==> src/rtl/rr_arb_pkg.sv <==
// Shared helpers for the round-robin arbitration tree and its response return path.
package rr_arb_pkg;

  // Reference configuration of the arbitration tree.
  localparam int DefNumOut    = 4;
  localparam int DefDataWidth = 32;
  localparam int DefDepth     = 4;

  // Ceiling log2, identical to $clog2 for positive arguments.
  function automatic int clog2_f(input int value);
    int result;
    int span;
    result = 0;
    span   = 1;
    while (span < value) begin
      span   = span * 2;
      result = result + 1;
    end
    return result;
  endfunction

  // Pointer width that never collapses to zero bits (Depth=1 still needs a 1-bit pointer).
  function automatic int ptr_width_f(input int depth);
    int w;
    w = clog2_f(depth);
    if (w < 1) begin
      w = 1;
    end else begin
      w = w;
    end
    return w;
  endfunction

  // Index and count types for the reference configuration.
  typedef logic [clog2_f(DefNumOut)-1:0]  idx_t;
  typedef logic [clog2_f(DefDepth+1)-1:0] cnt_t;

endpackage

==> src/rtl/rr_idx_fifo.sv <==
// Ordering FIFO holding the winning requester index of every issued transaction.
// Depth need not be a power of two; pointers wrap explicitly at Depth-1.
module rr_idx_fifo
  import rr_arb_pkg::*;
#(
  parameter int Width    = 2,
  parameter int Depth    = 4,
  parameter int CntWidth = clog2_f(Depth + 1)
) (
  input  logic                clk_i,
  input  logic                rst_i,
  input  logic                flush_i,
  input  logic                push_i,
  input  logic [Width-1:0]    data_i,
  input  logic                pop_i,
  output logic [Width-1:0]    head_o,
  output logic [CntWidth-1:0] count_o,
  output logic                full_o,
  output logic                empty_o
);

  localparam int                    PtrWidth = ptr_width_f(Depth);
  localparam logic [PtrWidth-1:0]   PtrLast  = PtrWidth'(Depth - 1);
  localparam logic [CntWidth-1:0]   CntFull  = CntWidth'(Depth);

  logic [Width-1:0]    mem_q [Depth];
  logic [Width-1:0]    mem_d [Depth];
  logic [PtrWidth-1:0] wr_ptr_q;
  logic [PtrWidth-1:0] wr_ptr_d;
  logic [PtrWidth-1:0] rd_ptr_q;
  logic [PtrWidth-1:0] rd_ptr_d;
  logic [CntWidth-1:0] count_q;
  logic [CntWidth-1:0] count_d;
  logic                push_s;
  logic                pop_s;

  // Wrapping increment for a pointer into a Depth-entry ring.
  function automatic logic [PtrWidth-1:0] ptr_inc(input logic [PtrWidth-1:0] ptr);
    if (ptr == PtrLast) begin
      return {PtrWidth{1'b0}};
    end else begin
      return ptr + PtrWidth'(1);
    end
  endfunction

  assign full_o  = (count_q == CntFull);
  assign empty_o = (count_q == {CntWidth{1'b0}});
  assign head_o  = mem_q[rd_ptr_q];
  assign count_o = count_q;

  // Guard push/pop internally so the count can never leave 0..Depth.
  assign push_s = push_i & ~full_o;
  assign pop_s  = pop_i & ~empty_o;

  // Next-state for storage, pointers and occupancy; flush wins over push and pop.
  always_comb begin
    mem_d    = mem_q;
    wr_ptr_d = wr_ptr_q;
    rd_ptr_d = rd_ptr_q;
    count_d  = count_q;
    if (flush_i) begin
      wr_ptr_d = {PtrWidth{1'b0}};
      rd_ptr_d = {PtrWidth{1'b0}};
      count_d  = {CntWidth{1'b0}};
    end else begin
      if (push_s) begin
        mem_d[wr_ptr_q] = data_i;
        wr_ptr_d        = ptr_inc(wr_ptr_q);
      end else begin
        wr_ptr_d = wr_ptr_q;
      end
      if (pop_s) begin
        rd_ptr_d = ptr_inc(rd_ptr_q);
      end else begin
        rd_ptr_d = rd_ptr_q;
      end
      case ({push_s, pop_s})
        2'b10:   count_d = count_q + CntWidth'(1);
        2'b01:   count_d = count_q - CntWidth'(1);
        default: count_d = count_q;
      endcase
    end
  end

  // State registers; reset empties the ring and clears storage for deterministic heads.
  always_ff @(posedge clk_i or posedge rst_i) begin
    if (rst_i) begin
      for (int i = 0; i < Depth; i++) begin
        mem_q[i] <= {Width{1'b0}};
      end
      wr_ptr_q <= {PtrWidth{1'b0}};
      rd_ptr_q <= {PtrWidth{1'b0}};
      count_q  <= {CntWidth{1'b0}};
    end else begin
      mem_q    <= mem_d;
      wr_ptr_q <= wr_ptr_d;
      rd_ptr_q <= rd_ptr_d;
      count_q  <= count_d;
    end
  end

endmodule

==> src/rtl/rr_resp_router.sv <==
// Response return path of the round-robin arbitration tree: steers an in-order response
// stream back to the requester recorded at the head of the ordering FIFO.
module rr_resp_router
  import rr_arb_pkg::*;
#(
  parameter int NumOut    = DefNumOut,
  parameter int DataWidth = DefDataWidth,
  parameter int Depth     = DefDepth,
  parameter int IdxWidth  = clog2_f(NumOut),
  parameter int CntWidth  = clog2_f(Depth + 1)
) (
  input  logic                 clk_i,
  input  logic                 rst_i,
  input  logic                 flush_i,
  input  logic                 issue_valid_i,
  input  logic [IdxWidth-1:0]  issue_idx_i,
  output logic                 issue_ready_o,
  input  logic                 resp_valid_i,
  output logic                 resp_ready_o,
  input  logic [DataWidth-1:0] resp_data_i,
  output logic [NumOut-1:0]    resp_valid_o,
  input  logic [NumOut-1:0]    resp_ready_i,
  output logic [DataWidth-1:0] resp_data_o,
  output logic [CntWidth-1:0]  outstanding_o,
  output logic                 err_unexp_o
);

  logic [IdxWidth-1:0] head_idx_s;
  logic [CntWidth-1:0] count_s;
  logic                full_s;
  logic                empty_s;
  logic                push_s;
  logic                pop_s;
  logic                head_ready_s;
  logic                err_unexp_q;
  logic                err_unexp_d;

  // issue_ready_o depends only on the registered count, never on the response side.
  assign issue_ready_o = ~full_s;
  assign push_s        = issue_valid_i & issue_ready_o;
  assign pop_s         = resp_valid_i & resp_ready_o;
  assign outstanding_o = count_s;
  assign resp_data_o   = resp_data_i;
  assign err_unexp_o   = err_unexp_q;

  rr_idx_fifo #(
    .Width    (IdxWidth),
    .Depth    (Depth),
    .CntWidth (CntWidth)
  ) u_idx_fifo (
    .clk_i   (clk_i),
    .rst_i   (rst_i),
    .flush_i (flush_i),
    .push_i  (push_s),
    .data_i  (issue_idx_i),
    .pop_i   (pop_s),
    .head_o  (head_idx_s),
    .count_o (count_s),
    .full_o  (full_s),
    .empty_o (empty_s)
  );

  // Decode the head index: one-hot valid to the owner, and pick up only the owner's ready.
  always_comb begin
    resp_valid_o = {NumOut{1'b0}};
    head_ready_s = 1'b0;
    for (int i = 0; i < NumOut; i++) begin
      if (head_idx_s == IdxWidth'(i)) begin
        resp_valid_o[i] = resp_valid_i & ~empty_s;
        head_ready_s    = resp_ready_i[i];
      end else begin
        resp_valid_o[i] = 1'b0;
      end
    end
  end

  // A response with nothing outstanding is held back (no ready) rather than dropped.
  assign resp_ready_o = ~empty_s & head_ready_s;

  // Sticky unexpected-response flag, cleared only by flush or reset.
  always_comb begin
    if (flush_i) begin
      err_unexp_d = 1'b0;
    end else begin
      err_unexp_d = err_unexp_q | (resp_valid_i & empty_s);
    end
  end

  // Error flag register.
  always_ff @(posedge clk_i or posedge rst_i) begin
    if (rst_i) begin
      err_unexp_q <= 1'b0;
    end else begin
      err_unexp_q <= err_unexp_d;
    end
  end

endmodule

==> config.mk <==
export PLATFORM = sky130hd
export DESIGN_NAME = rr_resp_router
export DESIGN_NICKNAME = d
export VERILOG_FILES = /design/src/rtl/rr_arb_pkg.sv /design/src/rtl/rr_idx_fifo.sv /design/src/rtl/rr_resp_router.sv
export SDC_FILE = /design/constraint.sdc
export NUM_CORES = 1
export LEC_CHECK = 0
export BUFFER_PORTS_ARGS = -buffer_cell sky130_fd_sc_hd__buf_4
export CAP_MARGIN = 15
export CORE_MARGIN = 2
export CORE_UTILIZATION = 30
export CTS_BUF_LIST = sky130_fd_sc_hd__clkbuf_4 sky130_fd_sc_hd__clkbuf_8 sky130_fd_sc_hd__clkbuf_16
export CTS_CLUSTER_DIAMETER = 120
export DETAILED_ROUTE_END_ITERATION = 7
export HOLD_SLACK_MARGIN = 0.15
export PLACE_DENSITY_LB_ADDON = 0.2
export RECOVER_POWER = 25
export SYNTH_ARGS = -nofsm -noshare
export SYNTH_HDL_FRONTEND = slang
export SYNTH_SLANG_ARGS = --single-unit
==> constraint.sdc <==
create_clock -name clk_i -period 7.6 [get_ports clk_i]
set_input_delay 1.52 -clock clk_i [delete_from_list [all_inputs] [get_ports clk_i]]
set_output_delay 1.52 -clock clk_i [all_outputs]
set_load 0.02 [all_outputs]
==> impl_metrics.py, run 1 <==
metrics = {
    "setup_path": {
        "critical_path.slowest_cell": "sky130_fd_sc_hd__mux2i_2",
        "crit_end": "resp_ready_o",
        "timing.critical_path.required_ns": 6.08,
        "cp_cell_sequence": "buf_4 > mux2i_1 > mux2i_2 > nor2b_1 > buf_4",
        "worst_ep_arrival_time_ns": 2.29,
        "worst_path_largest_cell_delay_ns": 0.29,
        "worst-r2r-setup-slack_ns": 4.80,
        "worstSetupPathDepth": 5,
        "worst_r2r_startpoint": "u_idx_fifo.rd_ptr_q[0]",
        "worstRegToRegCells": 9,
        "crit_family": "multiplexers",
        "cp-end-kind": "primary output",
        "critPathKind": "primary input to primary output",
        "critical_path_buf_inv_count": 2,
        "rr_endpoint": "u_idx_fifo.count_o[2]",
        "path_max_fanout": 5,
        "crit_path_frequent_cell": "sky130_fd_sc_hd__buf_4",
        "timing.critical_path.from": "resp_ready_i[1]",
        "crit_path_start_kind": "primary input",
    },
    "timing": {
        "fin_skew_ns": 0.00675,
        "rsz0062_at_grt": "false",
        "report.final.setup_viol": 0,
        "max_freq_ghz": 0.262,
        "timing.final.max_slew_violations": 0,
        "period_minus_slack_ns": 3.81,
        "final_hold_viol_count": 0,
        "min_period_over_period": 0.501,
        "setup_total_negative_slack_ns": 0,
        "max_slew.worst_pin.slew_ns": 0.624,
        "timing.slew.headroom": 0.583,
    },
    "floorplan": {
        "num_rows": 22,
        "core_region_area_mm2": 0.00369,
        "vertical_die_dimension_um": 66.0,
        "boundaryPins": 85,
        "horizontal_extent_of_the_die_um": 66.0,
        "start_util": 0.313,
        "floorplan.die_area_mm2": 0.00436,
    },
    "clocking": {
        "num_cts_buffers": 3,
        "clock_sink_count": 16,
        "clkTransAtPathRegs_ns": 0.07,
        "cts_hold_buffers": 0,
        "clk-insertion-delay-late_ns": 0.25,
        "tritoncts": "built",
        "clockRootBuffer": "sky130_fd_sc_hd__clkbuf_8",
        "post_cts.repair.setup_buffers": 0,
        "h-tree-depth": 1,
        "clock_tree.buffer_depth": 2,
        "post_cts_resize_count": 0,
    },
    "final_layout": {
        "final_cell_count_without_fillers": 153,
        "final_common_cell": "sky130_fd_sc_hd__buf_4",
        "fraction_of_layout_cells_with_a_size_suffix_above_1": 0.362,
        "n_antenna_cell": 0,
        "num-nets-final": 154,
        "flow.area_growth_from_synthesis_pct": 1.52,
        "multi_input_comb_area_um2": 499,
        "sequential_cell_area_um2": 400,
        "n_fill_cell": 401,
        "most-common-layout-cells": "sky130_fd_sc_hd__buf_4 (17), sky130_fd_sc_hd__dfrtp_1 (16), sky130_fd_sc_hd__nor2_1 (9), sky130_fd_sc_hd__mux2_2 (9), sky130_fd_sc_hd__nand2_1 (8)",
    },
    "hold_path": {
        "min-delay-path-class": "register to register",
    },
    "drt": {
        "routed_via_density": 4.69,
        "antenna_violating_nets_post_route": 0,
        "totalWireLength_um": 2300,
        "detailroute.via_count": 717,
        "wl_per_cell_um": 15.0,
        "drcViolationCount": 0,
        "detail_route.first_pass.iterations": 4,
        "drtIter0Drc": 19,
    },
    "placed_design": {
        "detailed_place_hpwl_um": 1790,
        "place.detailed.instances": 149,
        "port_buffers": 20,
        "routabilityCongestion": 0.728,
    },
    "yosys": {
        "seq_area_frac_synth": 0.347,
        "synth-seq-cells": 16,
        "synth.lib_cells_used.distinct": 26,
        "synth_top_area_share": 0.347,
        "yosys.area.top_type": "sky130_fd_sc_hd__dfrtp_1",
        "ys_warn_count": 0,
        "netlist_instances": 114,
        "postSynthAreaPerCell_um2": 10.1,
        "synth_area_mm2": 0.00115,
        "synth_net_count": 162,
        "synthTopCellsByArea": "sky130_fd_sc_hd__dfrtp_1 (35%), sky130_fd_sc_hd__buf_4 (21%), sky130_fd_sc_hd__mux2_2 (8.8%), sky130_fd_sc_hd__ha_1 (4.3%), sky130_fd_sc_hd__mux4_2 (3.9%)",
    },
    "global_route": {
        "grt_util_all_layers": 0.110,
        "antenna_found_initial": 0,
        "globalRouteOverflowTotal": 0,
        "grt_pass1_vias": 710,
        "largest_net_degree_at_the_start_of_global_routing": 17,
        "wire_length_of_the_first_global_routing_pass_um": 3590,
    },
    "outcome": {
        "outcome": "completed",
    },
    "pwr": {
        "power.density_cell_area_mw_per_mm2": 346,
        "peakVddDrop_uv": 83.2,
        "leakage_nw": 0.556,
    },
    "job": {
        "max_cap_violations": 0,
    },
}
==> metrics by stage <==
step | utilization | hold slack (ns) | total power [mW] | area [µm²] | setup WS [ns]
after detailed placement | 0.304 | 0.495 | 0.333 | 1120 | 3.77
final | 0.318 | 0.504 | 0.406 | 1170 | 3.79
after CTS | 0.319 | 0.512 | 0.412 | 1180 | 3.77
after global placement | 0.304 | 0.479 | 0.330 | 1120 | 3.81
after global routing | 0.318 | 0.524 | 0.439 | 1170 | 3.70
after floorplan | - | 0.474 | 0.297 | 1150 | 3.79
==> cells in the mapped netlist <==
master,number
sky130_fd_sc_hd__inv_1,3
sky130_fd_sc_hd__nor3b_1,1
sky130_fd_sc_hd__mux4_2,2
sky130_fd_sc_hd__mux2_2,9
sky130_fd_sc_hd__mux2_4,1
sky130_fd_sc_hd__nand2b_1,2
sky130_fd_sc_hd__clkbuf_1,1
sky130_fd_sc_hd__mux2i_2,1
sky130_fd_sc_hd__fa_1,1
sky130_fd_sc_hd__a32oi_1,1
sky130_fd_sc_hd__and3b_1,1
sky130_fd_sc_hd__a21oi_1,6
sky130_fd_sc_hd__and3_1,1
sky130_fd_sc_hd__xnor2_2,1
sky130_fd_sc_hd__dfrtp_1,16
sky130_fd_sc_hd__nand3_1,2
sky130_fd_sc_hd__nand2_2,1
sky130_fd_sc_hd__mux2i_1,3
sky130_fd_sc_hd__buf_4,32
sky130_fd_sc_hd__nand2_1,8
sky130_fd_sc_hd__and2b_1,1
sky130_fd_sc_hd__nor2b_1,3
sky130_fd_sc_hd__nor2_1,9
sky130_fd_sc_hd__nor3_1,2
sky130_fd_sc_hd__ha_1,4
sky130_fd_sc_hd__xor2_1,2
==> logic make-up (layout without fill, tap and decap cells) <==
group | after synthesis | after routing | share of synthesized area
xor gates and xnor gates | 3 | 3 | 0.0293
buffers and inverters | 36 | 27 | 0.221
AOI/OAI and AO/OA | 7 | 7 | 0.0336
adders and majority gates | 5 | 5 | 0.0607
and+or+nand+nor | 31 | 31 | 0.131
muxes | 16 | 16 | 0.178
DFF | 16 | 16 | 0.347
==> cell type report <==
cell class / count / share of cell area
clock buffer: 4 / 0.0470
inverter: 3 / 0.00961
multi-input combinational: 62 / 0.426
sequential: 16 / 0.342
tap: 48 / 0.0512
timing repair buffer: 20 / 0.125
==> state kept, by name, summed over array words and instances (netlist names) <==
register             cells
u_idx_fifo.count_o       3
u_idx_fifo.wr_ptr_q      2
u_idx_fifo.rd_ptr_q      2
u_idx_fifo.mem_q         8
err_unexp_o              1
==> how the worst min path moves through the flow <==
stage,startpoint,end,cells after the start
6_report,u_idx_fifo.mem_q[6],u_idx_fifo.mem_q[6],1
5_1_grt,u_idx_fifo.mem_q[6],u_idx_fifo.mem_q[6],1
4_1_cts,u_idx_fifo.mem_q[6],u_idx_fifo.mem_q[6],1
3_5_place_dp,u_idx_fifo.mem_q[6],u_idx_fifo.mem_q[6],1
3_3_place_gp,err_unexp_o,err_unexp_o,2
2_1_floorplan,u_idx_fifo.mem_q[2],u_idx_fifo.mem_q[2],1
==> report_power, final <==
group / switching, mW / internal (mW)
clock network: 0.0309 / 0.0460
logic: 0.0951 / 0.0935
registers: 0.0268 / 0.114
==> layer usage <==
layer | track usage | part of all wire | up-vias
met2 | 0.154 | 0.43 | 28
met1 | 0.136 | 0.40 | 338
met4 | 0.105 | 0.076 | 0
met3 | 0.0273 | 0.099 | 24
met5 | 0 | 0 | -
li1 | - | - | 327
Power figures use the tool's default switching activity.
==> run 2, diff against run 1 <==
--- a/config.mk
+++ b/config.mk
@@ -5,6 +5,7 @@
 export SDC_FILE = /design/constraint.sdc
 export NUM_CORES = 1
 export LEC_CHECK = 0
+export ABC_AREA = 1
 export BUFFER_PORTS_ARGS = -buffer_cell sky130_fd_sc_hd__buf_4
 export CAP_MARGIN = 15
 export CORE_MARGIN = 2
==> constraint.sdc (replaced) <==
create_clock -name clk_i -period 3.3 [get_ports clk_i]
set_input_delay 0.66 -clock clk_i [delete_from_list [all_inputs] [get_ports clk_i]]
set_output_delay 0.66 -clock clk_i [all_outputs]
set_load 0.02 [all_outputs]
==> run 2 against run 1 <==
Critical path depth increased by 12. Routed wire length up 11%. Critical endpoint is now u_idx_fifo.count_o[2]. Clock skew fell by 0.0052 ns. Register-to-register slack worse by 3.8 ns.
==> impl_metrics.py, run 2 <==
metrics = {
    "hold_path": {
        "min-delay-path-class": "primary input to async pin",
    },
    "floorplan": {
        "start_util": 0.312,
        "num_rows": 23,
        "horizontal_extent_of_the_die_um": 68.5,
        "vertical_die_dimension_um": 68.5,
        "boundaryPins": 85,
        "core_region_area_mm2": 0.00400,
        "floorplan.die_area_mm2": 0.00469,
    },
    "yosys": {
        "netlist_instances": 172,
        "synth.most_common_cell": "sky130_fd_sc_hd__nand2_1",
        "dominantRegCellSynth": "sky130_fd_sc_hd__dfrtp_1",
        "synthTopCellsByArea": "sky130_fd_sc_hd__dfrtp_1 (32%), sky130_fd_sc_hd__buf_4 (19%), sky130_fd_sc_hd__nand2_1 (14%), sky130_fd_sc_hd__inv_1 (6.3%), sky130_fd_sc_hd__ha_1 (4.0%)",
        "yosys.area.top_type": "sky130_fd_sc_hd__dfrtp_1",
        "synth_area_mm2": 0.00125,
        "synth-edff-count": 0,
        "synth_top_area_share": 0.321,
        "synth.lib_cells_used.distinct": 19,
        "synth-seq-cells": 16,
        "synthArstFlopShare": 1.00,
        "postSynthAreaPerCell_um2": 7.26,
        "synth_net_count": 220,
        "synth_top_cells_by_count": "sky130_fd_sc_hd__nand2_1 (47), sky130_fd_sc_hd__buf_4 (32), sky130_fd_sc_hd__inv_1 (21), sky130_fd_sc_hd__dfrtp_1 (16)",
        "seq_area_frac_synth": 0.321,
        "ys_warn_count": 0,
    },
    "global_route": {
        "grt_util_all_layers": 0.115,
        "antenna_found_initial": 0,
        "largest_net_degree_at_the_start_of_global_routing": 17,
        "grt_pass1_vias": 882,
        "wire_length_of_the_first_global_routing_pass_um": 4010,
        "globalRouteOverflowTotal": 0,
    },
    "clocking": {
        "clock_sink_count": 16,
        "clkTransAtPathRegs_ns": 0.07,
        "num_cts_buffers": 3,
        "h-tree-depth": 1,
        "tritoncts": "built",
        "clockRootBuffer": "sky130_fd_sc_hd__clkbuf_8",
        "cts_hold_buffers": 0,
        "clock_tree.buffer_depth": 2,
        "clk-insertion-delay-late_ns": 0.25,
        "post_cts.repair.setup_buffers": 0,
        "post_cts_resize_count": 0,
    },
    "drt": {
        "detail_route.first_pass.iterations": 4,
        "wl_per_cell_um": 12.0,
        "drcViolationCount": 0,
        "drtIter0Drc": 48,
        "antenna_violating_nets_post_route": 0,
        "detailroute.via_count": 965,
        "routed_via_density": 4.51,
        "totalWireLength_um": 2560,
    },
    "placed_design": {
        "pre_cts_slack_ns": 1.02,
        "detailed_place_hpwl_um": 1990,
        "port_buffers": 20,
        "routabilityCongestion": 0.820,
    },
    "setup_path": {
        "crit_path_frequent_cell": "sky130_fd_sc_hd__nand2_1",
        "timing.critical_path.required_ns": 3.44,
        "crit_path_start_kind": "register",
        "cp-end-kind": "register",
        "worst_ep_arrival_time_ns": 2.44,
        "worstRegToRegCells": 17,
        "timing.critical_path.from": "u_idx_fifo.rd_ptr_q[0]",
        "critical_path.slowest_cell": "sky130_fd_sc_hd__dfrtp_1",
        "rr_endpoint": "u_idx_fifo.count_o[2]",
        "worst-r2r-setup-slack_ns": 1.0,
        "path_max_fanout": 7,
        "worst_r2r_startpoint": "u_idx_fifo.rd_ptr_q[0]",
        "worst_path_largest_cell_delay_ns": 0.44,
        "critPathKind": "register to register",
        "cp_cell_sequence": "inv_2 > nand2_1 > nand2_1 > nand2_1 > nand2_2 > nand3_1 > nand2_2 > nor2_4 > nand3_2 > inv_1 > fa_1 > xnor2_1 > inv_1 > nand3_1 > nand2_1 > nand2_1 > nand2_1",
    },
    "final_layout": {
        "flow.area_growth_from_synthesis_pct": 2.20,
        "fraction_of_layout_cells_with_a_size_suffix_above_1": 0.207,
        "multi_input_comb_area_um2": 526,
        "number_of_flip_flops_in_the_largest_register": 8,
        "final_common_cell": "sky130_fd_sc_hd__nand2_1",
        "largest-register": "u_idx_fifo.mem_q",
        "n_antenna_cell": 0,
        "most-common-layout-cells": "sky130_fd_sc_hd__nand2_1 (47), sky130_fd_sc_hd__inv_1 (21), sky130_fd_sc_hd__buf_4 (19), sky130_fd_sc_hd__dfrtp_1 (16)",
        "num-nets-final": 213,
        "sequential_cell_area_um2": 400,
        "n_fill_cell": 435,
    },
    "timing": {
        "timing.final.max_slew_violations": 0,
        "timing.slew.headroom": 0.576,
        "setup_ws_ns": 0.999,
        "setup_total_negative_slack_ns": 0,
        "min_period_over_period": 0.697,
        "period_minus_slack_ns": 2.30,
        "final_hold_viol_count": 0,
        "fin_skew_ns": 0.00153,
        "max_slew.worst_pin.slew_ns": 0.635,
        "rsz0062_at_grt": "false",
        "max_freq_ghz": 0.435,
        "report.final.setup_viol": 0,
    },
    "pwr": {
        "swShare": 0.459,
        "power.sequential.fraction": 0.317,
        "power.density_cell_area_mw_per_mm2": 843,
        "switchingPower_mw": 0.494,
        "power_frac_comb": 0.520,
        "power_report.internal_total_mw": 0.583,
        "peakVddDrop_uv": 333,
        "clkPwrFrac": 0.163,
        "leakage_nw": 0.685,
    },
    "job": {
        "max_cap_violations": 0,
    },
    "outcome": {
        "outcome": "completed",
    },
}
-- run 2: changes by cell type after synthesis, moves of 3 or more --
cell / change
sky130_fd_sc_hd__o21ai_0: +10
sky130_fd_sc_hd__mux2i_1: -3
sky130_fd_sc_hd__mux2_2: -9
sky130_fd_sc_hd__nand4_1: +4
sky130_fd_sc_hd__inv_1: +18
sky130_fd_sc_hd__a21oi_1: -4
sky130_fd_sc_hd__nand3_1: +8
sky130_fd_sc_hd__nor3_1: +4
sky130_fd_sc_hd__nand2_2: +4
sky130_fd_sc_hd__nor2b_1: -3
sky130_fd_sc_hd__nand2_1: +39
-- run 2: logic make-up after synthesis --
logic type,synth area share
AND/OR/NAND/NOR,0.306
AO/OA/AOI/OAI,0.0521
buffers and inverters,0.259
XOR/XNOR,0.00702
adder cells (fa/ha/maj),0.0561
flip-flops,0.321
-- run 2: worst max-delay path by stage --
stage | endpoint | slack (ns) | cells past startpoint
floorplan | resp_ready_o | 1.23 | 7
global placement | u_idx_fifo.count_o[2] | 1.07 | 12
detailed placement | u_idx_fifo.count_o[2] | 1.02 | 17
CTS | resp_ready_o | 1.00 | 8
global route | u_idx_fifo.count_o[2] | 0.76 | 16
finish | u_idx_fifo.count_o[2] | 1.0 | 17
-- run 2: final cells by class --
| cell class | instances | area share |
|---|---|---|
| multi-input cells | 102 | 0.412 |
| flip-flops and latches | 16 | 0.314 |
| repair buffers | 20 | 0.118 |
| inverters | 22 | 0.0647 |
| well taps | 50 | 0.0490 |
| clock buffers | 4 | 0.0431 |
-- run 2: critical path: cells and delay by family, from the launching register on --
kind	cells	cell delay, ns
buf+inv	3	0.27
flops	1	0.44
xor+xnor	1	0.22
fa+ha+maj	1	0.37
simple gates	12	0.90
-- run 2: power by group through the flow --
stage / logic (mW) / clock network, mW / registers, mW
after floorplan: 0.446 / 0 / 0.343
after global placement: 0.554 / 0 / 0.340
after detailed placement: 0.560 / 0 / 0.344
after CTS: 0.563 / 0.183 / 0.341
after global routing: 0.637 / 0.192 / 0.351
final: 0.560 / 0.175 / 0.341
-- run 2: stage by stage --
step           total power, mW  instances   util  instance area (µm²)  hold WS [ns]
3_5_place_dp             0.905        210  0.305                 1220         0.489
2_1_floorplan            0.789        172      -                 1250         0.453
4_1_cts                   1.09        214  0.319                 1280         0.506
3_3_place_gp             0.894        210  0.305                 1220         0.481
5_1_grt                   1.18        214  0.319                 1280         0.533
6_report                  1.08        214  0.319                 1280         0.494
-- run 2: layer usage --
layer / share of wire / GRT usage
met1: 0.46 / 0.158
met3: 0.075 / 0.0373
met4: 0.014 / 0.0425
met5: 0 / 0
met2: 0.45 / 0.167
==> run 3, diff against run 2 <==
==> constraint.sdc (replaced) <==
create_clock -name clk_i -period 2 [get_ports clk_i]
set_input_delay 0.4 -clock clk_i [delete_from_list [all_inputs] [get_ports clk_i]]
set_output_delay 0.4 -clock clk_i [all_outputs]
set_load 0.02 [all_outputs]
==> run 3 against run 2 <==
The run now ends with negative setup slack left. Routed wire length up 7.3%. Sequential share of layout area decreased by 4.5 points. Critical path depth is 8 lower. Via count grew 8.4%. Power rose by 100%. Sequential power increased by 64%. Combinational power is 140% higher. Final cell count is 7.9% higher. Die area did not move. Global-route usage increased by 1.2 points. Largest cell class unchanged.
==> impl_metrics.py, run 3 (synthesized netlist as in run 2, its figures left out) <==
metrics = {
    "timing": {
        "max_slew.worst_pin.slew_ns": 0.630,
        "final_hold_viol_count": 0,
        "timing.slew.headroom": 0.580,
        "setup_ws_ns": -0.0268,
        "max_freq_ghz": 0.493,
        "fin_skew_ns": 0.00265,
        "period_minus_slack_ns": 2.03,
        "rsz0062_at_grt": "true",
        "finalHoldWorstSlack_ns": 0.236,
        "min_period_over_period": 1.01,
        "report.final.setup_viol": 2,
        "timing.final.max_slew_violations": 0,
    },
    "final_layout": {
        "most-common-layout-cells": "sky130_fd_sc_hd__nand2_1 (41), sky130_fd_sc_hd__buf_4 (36), sky130_fd_sc_hd__inv_1 (19), sky130_fd_sc_hd__dfrtp_1 (15)",
        "final_common_cell": "sky130_fd_sc_hd__nand2_1",
        "num-nets-final": 230,
        "flow.area_growth_from_synthesis_pct": 19.7,
        "fraction_of_layout_cells_with_a_size_suffix_above_1": 0.409,
        "layout.core_utilization": 0.374,
        "n_fill_cell": 439,
        "multi_input_comb_area_um2": 613,
        "final_cell_area_mm2": 0.00150,
        "number_of_flip_flops_in_the_largest_register": 8,
        "largest-register": "u_idx_fifo.mem_q",
        "n_antenna_cell": 0,
        "sequential_cell_area_um2": 402,
    },
    "drt": {
        "detailroute.via_count": 1046,
        "drtIter0Drc": 23,
        "wl_per_cell_um": 11.9,
        "totalWireLength_um": 2750,
        "drcViolationCount": 0,
        "routed_via_density": 4.53,
        "antenna_violating_nets_post_route": 0,
        "detail_route.first_pass.iterations": 4,
    },
    "floorplan": {
        "boundaryPins": 85,
        "vertical_die_dimension_um": 68.5,
        "start_util": 0.312,
        "horizontal_extent_of_the_die_um": 68.5,
        "floorplan.die_area_mm2": 0.00469,
        "core_region_area_mm2": 0.00400,
        "num_rows": 23,
    },
    "global_route": {
        "largest_net_degree_at_the_start_of_global_routing": 17,
        "grtUsageMet3": 0.0195,
        "global_route.usage.met2": 0.204,
        "wire_length_of_the_first_global_routing_pass_um": 4530,
        "grt_pass1_vias": 1032,
        "grt_util_all_layers": 0.127,
        "antenna_found_initial": 0,
        "globalRouteOverflowTotal": 0,
        "globalRoute.busiestLayer": "met2",
        "grtUsageMet1": 0.164,
    },
    "setup_path": {
        "timing.critical_path.required_ns": 1.60,
        "cp-end-kind": "primary output",
        "crit_path_start_kind": "register",
        "worst-r2r-setup-slack_ns": 0,
        "worst_r2r_startpoint": "u_idx_fifo.rd_ptr_q[0]",
        "timing.critical_path.from": "u_idx_fifo.rd_ptr_q[0]",
        "worstRegToRegCells": 17,
        "rr_endpoint": "u_idx_fifo.count_o[2]",
        "worst_ep_arrival_time_ns": 1.63,
        "crit_end": "resp_ready_o",
        "critPathKind": "register to primary output",
        "path_max_fanout": 7,
    },
    "pwr": {
        "power.density_cell_area_mw_per_mm2": 1470,
        "peakVddDrop_uv": 607,
        "leakage_nw": 0.773,
        "total_power_mw": 2.19,
    },
    "job": {
        "max_cap_violations": 0,
    },
    "clocking": {
        "tritoncts": "built",
        "clock_tree.buffer_depth": 2,
        "clockRootBuffer": "sky130_fd_sc_hd__clkbuf_8",
        "clkTransAtPathRegs_ns": 0.06,
        "h-tree-depth": 1,
        "clk-insertion-delay-late_ns": 0.25,
        "clock_sink_count": 16,
        "num_cts_buffers": 3,
    },
    "hold_path": {
        "min-delay-path-class": "primary input to async pin",
    },
    "outcome": {
        "violations": "negative setup slack",
        "outcome": "finished, violations left",
    },
    "placed_design": {
        "placedInstanceArea_mm2": 0.00134,
        "pre_cts_slack_ns": -0.0323,
        "detailed_place_hpwl_um": 2190,
        "port_buffers": 20,
        "routabilityCongestion": 0.777,
    },
}
-- run 3: cell type report --
type	instances	share of cell area
inverter	22	0.0569
clock buffer	4	0.0368
multi-input combinational	102	0.410
sequential	16	0.269
timing repair buffer	37	0.186
tap	50	0.0418
-- run 3: worst max-delay path, cell delays in order, from the launching register on --
cell and delay (ns):
sky130_fd_sc_hd__dfrtp_2 0.45, sky130_fd_sc_hd__inv_4 0.11, sky130_fd_sc_hd__nand2_2 0.07, sky130_fd_sc_hd__nand3_1 0.09, sky130_fd_sc_hd__nand2_2 0.08, sky130_fd_sc_hd__nand3_2 0.08, sky130_fd_sc_hd__nand2_2 0.07, sky130_fd_sc_hd__buf_4 0.13
sky130_fd_sc_hd__nor3_2 0.14, sky130_fd_sc_hd__buf_4 0.16
-- run 3: where the power goes --
| part | internal (mW) | total [mW] | switching (mW) |
|---|---|---|---|
| Sequential | 0.444 | 0.558 | 0.114 |
| Clock | 0.174 | 0.284 | 0.110 |
| Combinational | 0.615 | 1.35 | 0.738 |
| Total | 1.23 | 2.19 | 0.962 |
-- run 3: worst min-delay path by stage --
stage,start,to,slack [ns],cells past startpoint
after floorplan,rst_i,err_unexp_o,0.31,1
after global placement,u_idx_fifo.mem_q[1],u_idx_fifo.mem_q[1],0.49,2
after detailed placement,u_idx_fifo.mem_q[6],u_idx_fifo.mem_q[6],0.49,2
after CTS,rst_i,u_idx_fifo.wr_ptr_q[0],0.26,2
after global routing,rst_i,u_idx_fifo.wr_ptr_q[0],0.28,2
final,rst_i,u_idx_fifo.mem_q[4],0.24,2
-- run 3: repair_timing --
action	CTS	global route
gates resized for setup	10	13
hold buffers	0	0
pin swaps	3	2
setup endpoints to repair	3	7
setup buffers	1	1
-- run 3: per-layer routing --
metal | part of all wire | vias to the layer above | wire length, µm
li1 | - | 524 | -
met1 | 0.42 | 479 | 1160
met2 | 0.50 | 29 | 1360
met3 | 0.061 | 14 | 169
met4 | 0.019 | 0 | 53
met5 | 0 | - | 0
-- run 3: stage by stage --
stage / cells / TNS (ns)
6_report: 231 / -0.0307
5_1_grt: 231 / -0.367
4_1_cts: 230 / -0.0921
3_5_place_dp: 225 / -0.0375
3_3_place_gp: 225 / -0.0127
2_1_floorplan: 172 / 0
